File: config.mk
export PLATFORM = sky130hd
export DESIGN_NAME = product_accumulator
export DESIGN_NICKNAME = d
export VERILOG_FILES = /design/src/rtl/product_accumulator.sv
export SDC_FILE = /design/constraint.sdc
export NUM_CORES = 1
export LEC_CHECK = 0
export BUFFER_PORTS_ARGS = -buffer_cell sky130_fd_sc_hd__buf_2
export CORE_AREA = 4 4 93 95
export DETAILED_ROUTE_END_ITERATION = 7
export DIE_AREA = 0 0 97 99
export PLACE_DENSITY = 0.79
export SYNTH_ARGS = -nofsm -noshare
export SYNTH_HDL_FRONTEND = slang
export SYNTH_SLANG_ARGS = --single-unit
File: constraint.sdc
create_clock -name clk -period 3.41 [get_ports clk]
set_clock_uncertainty 0.15 [all_clocks]
set_input_delay 0.5115 -clock clk [delete_from_list [all_inputs] [get_ports clk]]
set_output_delay 0.5115 -clock clk [all_outputs]
set_load 0.02 [all_outputs]
File: src/rtl/product_accumulator.sv
// Accumulates a stream of 32-bit unsigned products into an ACC_W-bit sum and holds the result for a downstream handshake.
// Build option: define PRODUCT_ACC_SAT_EN to saturate the sum to all-ones on overflow instead of wrapping.
module product_accumulator #(
  parameter int ACC_W = 40,
  parameter int CNT_W = 10
) (
  input  logic             clk,
  input  logic             rst_n,
  input  logic             clr,
  input  logic [31:0]      prod,
  input  logic             in_valid,
  input  logic             in_last,
  output logic             in_ready,
  output logic [ACC_W-1:0] acc_out,
  output logic [CNT_W-1:0] term_cnt,
  output logic             ovf,
  output logic             out_valid,
  input  logic             out_ready
);

  typedef enum logic [1:0] {
    IDLE,
    ACCUM,
    HOLD
  } state_t;

  state_t           r_state;
  logic [ACC_W-1:0] r_acc;
  logic [CNT_W-1:0] r_cnt;
  logic             r_ovf;
  logic             r_inReady;
  logic             r_outValid;

  logic             w_accept;
  logic [ACC_W:0]   w_sum;
  logic             w_carry;
  logic [ACC_W-1:0] w_accNext;
  logic [ACC_W-1:0] w_zext;
  logic [CNT_W-1:0] w_cntNext;

  assign w_accept  = in_valid & r_inReady & (r_state != HOLD);
  assign w_zext    = {{(ACC_W-32){1'b0}}, prod};
  assign w_sum     = {1'b0, r_acc} + {1'b0, w_zext};
  assign w_carry   = w_sum[ACC_W];
  assign w_cntNext = (&r_cnt) ? r_cnt : r_cnt + CNT_W'(1);

`ifdef PRODUCT_ACC_SAT_EN
  // Once a sum has overflowed it stays pinned at all-ones until cleared.
  assign w_accNext = (w_carry | r_ovf) ? {ACC_W{1'b1}} : w_sum[ACC_W-1:0];
`else
  assign w_accNext = w_sum[ACC_W-1:0];
`endif

  always_ff @(posedge clk or negedge rst_n) begin
    if (!rst_n) begin
      r_state    <= IDLE;
      r_acc      <= '0;
      r_cnt      <= '0;
      r_ovf      <= 1'b0;
      r_inReady  <= 1'b0;
      r_outValid <= 1'b0;
    end else if (clr) begin
      r_state    <= IDLE;
      r_acc      <= '0;
      r_cnt      <= '0;
      r_ovf      <= 1'b0;
      r_inReady  <= 1'b1;
      r_outValid <= 1'b0;
    end else begin
      case (r_state)
        IDLE: begin
          r_inReady <= 1'b1;
          if (w_accept) begin
            r_acc <= w_zext;
            r_cnt <= CNT_W'(1);
            r_ovf <= 1'b0;
            if (in_last) begin
              r_state    <= HOLD;
              r_inReady  <= 1'b0;
              r_outValid <= 1'b1;
            end else begin
              r_state <= ACCUM;
            end
          end
        end
        ACCUM: begin
          r_inReady <= 1'b1;
          if (w_accept) begin
            r_acc <= w_accNext;
            r_cnt <= w_cntNext;
            r_ovf <= r_ovf | w_carry;
            if (in_last) begin
              r_state    <= HOLD;
              r_inReady  <= 1'b0;
              r_outValid <= 1'b1;
            end
          end
        end
        HOLD: begin
          // Result is frozen here; input beats are refused until the consumer takes it.
          if (out_ready) begin
            r_state    <= IDLE;
            r_acc      <= '0;
            r_cnt      <= '0;
            r_ovf      <= 1'b0;
            r_inReady  <= 1'b1;
            r_outValid <= 1'b0;
          end
        end
        default: begin
          r_state    <= IDLE;
          r_inReady  <= 1'b1;
          r_outValid <= 1'b0;
        end
      endcase
    end
  end

  assign in_ready  = r_inReady;
  assign acc_out   = r_acc;
  assign term_cnt  = r_cnt;
  assign ovf       = r_ovf;
  assign out_valid = r_outValid;

endmodule

-- After elaboration in Yosys (flattened, before gate mapping)
Cells that the tools add are included.
- flip-flop bits (word level): 55
- bits of input ports: 38
- word-level logic and storage cells: 61
- output and inout bits: 53
- reduce and logical (&&, ||, !) cells: 8
- mux-type cells: 32
- add/sub/neg operators: 2
- equality and inequality tests: 10
- bitwise operators: 3
- operators by type and width (kind ; number):
    2-to-1 mux 40 bit ; 4
    one-hot mux 40 bit (3 select lines) ; 1
    2-to-1 mux 10 bit ; 5
    adder 40 x 32 -> 41 bit ; 1
    one-hot mux 10 bit (3 select lines) ; 1
    != test 3 bit (second input constant) ; 5
    2-to-1 mux 2 bit ; 6
    2-to-1 mux 1 bit ; 11
    adder 10 x 1 -> 10 bit (second input constant) ; 1
    AND reduction 10 bit ; 1
    AND reduction 4 bit ; 2
    != test 3 x 1 -> 1 bit (second input constant) ; 2
    one-hot mux 2 bit (3 select lines) ; 1
    AND reduction 5 bit ; 1
    one-hot mux 1 bit (2 select lines) ; 2
    nonzero test 4 bit ; 1
    one-hot mux 1 bit (3 select lines) ; 1
    AND reduction 3 bit ; 1
    AND 1 bit ; 2
    equality test 2 x 1 -> 1 bit (second input constant) ; 1
    equality test 2 bit (second input constant) ; 1
    logical NOT 2 bit ; 1
    != test 2 bit (second input constant) ; 1
    OR reduction 2 bit ; 1
    bitwise OR 1 bit ; 1

-- Depth between registers and ports, before layout
- depth after elaboration: 5
- mapped depth: 12
- gate-level depth less buffers: 10

-- Worst setup path before layout
Ideal clock, no wire load.
- kind: in2reg
- from: input prod[0]
- to: register r_ovf, in the netlist ovf
- stages on the path: 10
- path buffers: 0
- data required time: 3.137 ns
- arrival time: 2.700 ns
- path slack: 0.437 ns
- setup time: 0.123 ns
- path through: ha_1 -> fa_1 -> a21o_1 -> a221oi_2 -> o211a_2 -> a211oi_1 -> o41ai_2 -> nor2_1 -> a41oi_1 -> nor2_1
- longest elaborated chain between the ends: 5
- RTL lines (what ; line ; text):
    start: declaration ; 10 ; input logic [31:0] prod,
    adder 40 x 32 -> 41 bit ; 43 ; assign w_sum = {1'b0, r_acc} + {1'b0, w_zext};
    bitwise OR 1 bit ; 91 ; r_ovf <= r_ovf | w_carry;
    2-to-1 mux 1 bit ; 88 ; if (w_accept) begin
    one-hot mux 1 bit (3 select lines) ; 70 ; case (r_state)
    2-to-1 mux 1 bit ; 62 ; end else if (clr) begin
    end signal: assignment ; 91 ;
    end: declaration ; 30 ; logic r_ovf;
No other way between the ends. The select of a mux whose other input is x is not followed.
A chain may end at the register's enable or synchronous reset.

-- Final worst setup path
- from: register r_acc[0], in the netlist acc_out[0]
- to: register r_acc[20], in the netlist acc_out[20]
- longest elaborated chain between the ends: 4
- RTL lines (what ; line ; text):
    start: declaration ; 28 ; logic [ACC_W-1:0] r_acc;
    start signal: assignment ; 74 ; r_acc <= w_zext;
    start signal: assignment ; 89 ; r_acc <= w_accNext;
    adder 40 x 32 -> 41 bit ; 43 ;
    2-to-1 mux 40 bit ; 88 ;
    one-hot mux 40 bit (3 select lines) ; 70 ;
    2-to-1 mux 40 bit ; 62 ;
No other way between the ends. The select of a mux whose other input is x is not followed.

==> flow_summary.yaml <==
layout:
  n_fill_cell: 668
  diodes: 0
  seqCellArea_sq_um: 1380
  multi_input_area_sq_um: 2830
  layout-drive-gt1-share_pct: 20.4
  fin_util_pct: 64.6
  fin_nets: 656
  syn2layout_area_growth_pct: 15.4
setup_path:
  critical_path_required_ns: 3.46
  crit_path_start: "acc_out[0]"
  r2r-end: "acc_out[20]"
  start_kind: "flip-flop"
  cp_max_fo: 5
  ff2ff_setup_slack_ns: 0.33
  r2r_cells: 10
  crit_slowest_cell: "dfrtp_1"
  cp-endpoint: "acc_out[20]"
  critical_path.top_delay_family: "compound AO/OA/AOI/OAI gates"
  crit_cells: 10
  crit_path_frequent_cell: "a21o_1"
  crit_buf_inv: 0
  reg2reg_from: "acc_out[0]"
  worstPathCellList: "ha_1 -> fa_1 -> a21o_1 -> a221oi_2 -> o211a_2 -> o21ai_1 -> a21o_1 -> a21oi_1 -> mux2i_1 -> nand2_1"
  critPathArrivalTime_ns: 3.13
  max_stage_delay_ns: 0.43
  critPathKind: "flip-flop to flip-flop"
  cp-end-kind: "flip-flop"
synth:
  syn_inst: 500
  yosysMostFrequentCell: "dfrtp_1"
  async_flop_share_pct: 100
  synth_commonest_cells: "dfrtp_1 (55), nand2_1 (47), a21oi_1 (37)"
  post-synth-top-area-cell: "dfrtp_1"
  synth_edf_count: 0
  yosys-top-cells-area: "dfrtp_1 (32%), ha_1 (10%), a21oi_1 (4.3%)"
  syn_nets: 575
  synth_warnings: 0
  avgSynthCellArea_sq_um: 8.65
  ys_ff_latch: 55
  synth_cell_types: 64
  synth_top_area_share_pct: 31.8
  mappedNetlistArea_sq_um: 4330
  ys.flop_type: "dfrtp_1"
  ys_seq_area_share_pct: 31.8
clock_tree:
  cts_tree: "yes"
  clk_pin_slew_worst_paths_ns: 0.12
  clock-sinks: 55
  clock_path_buffers: 2
  htreeDepth: 2
  cts_root_buf: "clkbuf_8"
  cts_made_buffers: 5
  clock_latency_ns: 0.32
  cts_hold_buffers: 0
  postCtsSetupRepairBufs: 0
  cts-resized-gates: 0
placed_design:
  port_buffers: 90
  place_congestion: 0.880
  post-place-ws_ns: 0.127
  place_hpwl_um: 8840
grt:
  grt_max_degree: 34
  antenna_found_initial: 0
  first_global_vias: 4293
  grt-ovfl-total: 0
  track_usage_pct: 24.2
  grt_pass1_wl_um: 19800
sta:
  finalSetupViolCount: 0
  setup_slack_ns: 0.332
  tightestPinTransition_ns: 1.09
  min_period_over_period_pct: 90.3
  slew_violations: 0
  fin_tns_setup_ns: 0
  fmax_mhz: 325
  relSlewSlack_pct: 27.1
  rsz0062_at_grt: "no"
  hold_viol: 0
  fin_crit_ns: 3.08
drt:
  dr.pass1.iters: 5
  wl_um: 11700
  drc_errors: 0
  wl_per_cell_um: 17.1
  postRouteAntennaNets: 0
  vias_per_cell: 6.34
  wl_met1_um: 5300
  vias: 4339
  highest_layer: "met4"
  first_iter_violations: 245
  wl_met2_um: 5560
  wl_met3_um: 614
run:
  maxCapViolations: 0
floorplan:
  die_w_um: 97
  rows: 32
  start_util_pct: 56.0
  core_sq_um: 7730
  die_h_um: 99
  io_pins: 91
  die_area_sq_um: 9600
pwr:
  vdd_drop_max_mv: 0.426
  finalPower_mw: 3.90
  power.density_nw_per_um2: 782
  leakagePower_nw: 2.45
run_status:
  status: "complete, no violations"
hold_path:
  hold_class: "input pin to asynchronous set/reset pin"
layer usage:
layer | vias to the layer above | track usage, %
met2 | 139 | 41.0
met3 | 20 | 3.04
met5 | - | 0
met1 | 2108 | 32.1
li1 | 2072 | -
met4 | 0 | 8.32
per-stage QoR:
stage | hold slack (ns) | instance area [sq um] | instances
2_1_floorplan | 0.0659 | 4330 | 500
3_3_place_gp | 0.327 | 4900 | 676
3_5_place_dp | 0.339 | 4900 | 676
4_1_cts | 0.0472 | 4990 | 684
5_1_grt | 0.0742 | 4990 | 684
6_report | 0.0230 | 4990 | 684
worst reg2reg max path: stages, from the launching register on:
cell      delay [ns]
dfrtp_1         0.43
ha_1            0.25
fa_1            0.43
a21o_1          0.21
a221oi_2        0.33
o211a_2         0.29
o21ai_1         0.15
a21o_1          0.23
a21oi_1         0.20
mux2i_1         0.22
nand2_1         0.07
registers in the layout (all words and copies together) (netlist names):
| signal | count |
|---|---|
| term_cnt | 10 |
| r_state | 2 |
| in_ready | 1 |
| acc_out | 40 |
| ovf | 1 |
| out_valid | 1 |
power by group:
part           internal, mW  switching [mW]
Combinational         0.973            1.55
Sequential            0.829           0.153
Clock                 0.148           0.246
Total                  1.95            1.95
layout by cell type, fill, tap and decap left out, drive strengths merged, types with 13 or more instances in the layout:
master,instances
a21oi,37
ha,36
nand3,18
a22oi,19
dfrtp,55
nand2,47
o21ai,51
nor2,25
buf,97
inv,13
a21o,18
xnor2,13
area by class of cell:
class,instances,area share [%]
multi-input combinational,410,56.8
sequential,55,27.6
timing repair buffer,97,10.3
tap,102,2.56
clock buffer,5,1.38
inverter,12,0.902
clock inverter,3,0.476
worst min path at each step:
stage	depth (start not counted)	to	startpoint	slack [ns]
floorplan	0	acc_out[0]	rst_n	0.07
global placement	1	term_cnt[6]	term_cnt[6]	0.33
detailed placement	1	term_cnt[6]	term_cnt[6]	0.34
CTS	1	term_cnt[1]	rst_n	0.05
global route	1	term_cnt[1]	rst_n	0.07
finish	1	term_cnt[1]	rst_n	0.02
logic make-up (layout without fill, tap and decap cells):
logic type / Yosys count / in the layout / synth area share, %
buffers and inverters: 35 / 117 / 3.12
AOI/OAI and AO/OA: 200 / 200 / 31.5
adders and majority gates: 37 / 37 / 10.9
and+or+nand+nor: 145 / 145 / 16.9
xor gates and xnor gates: 25 / 25 / 5.06
muxes: 3 / 3 / 0.723
DFF: 55 / 55 / 31.8
Note: power is estimated with default switching activity, not from simulation.
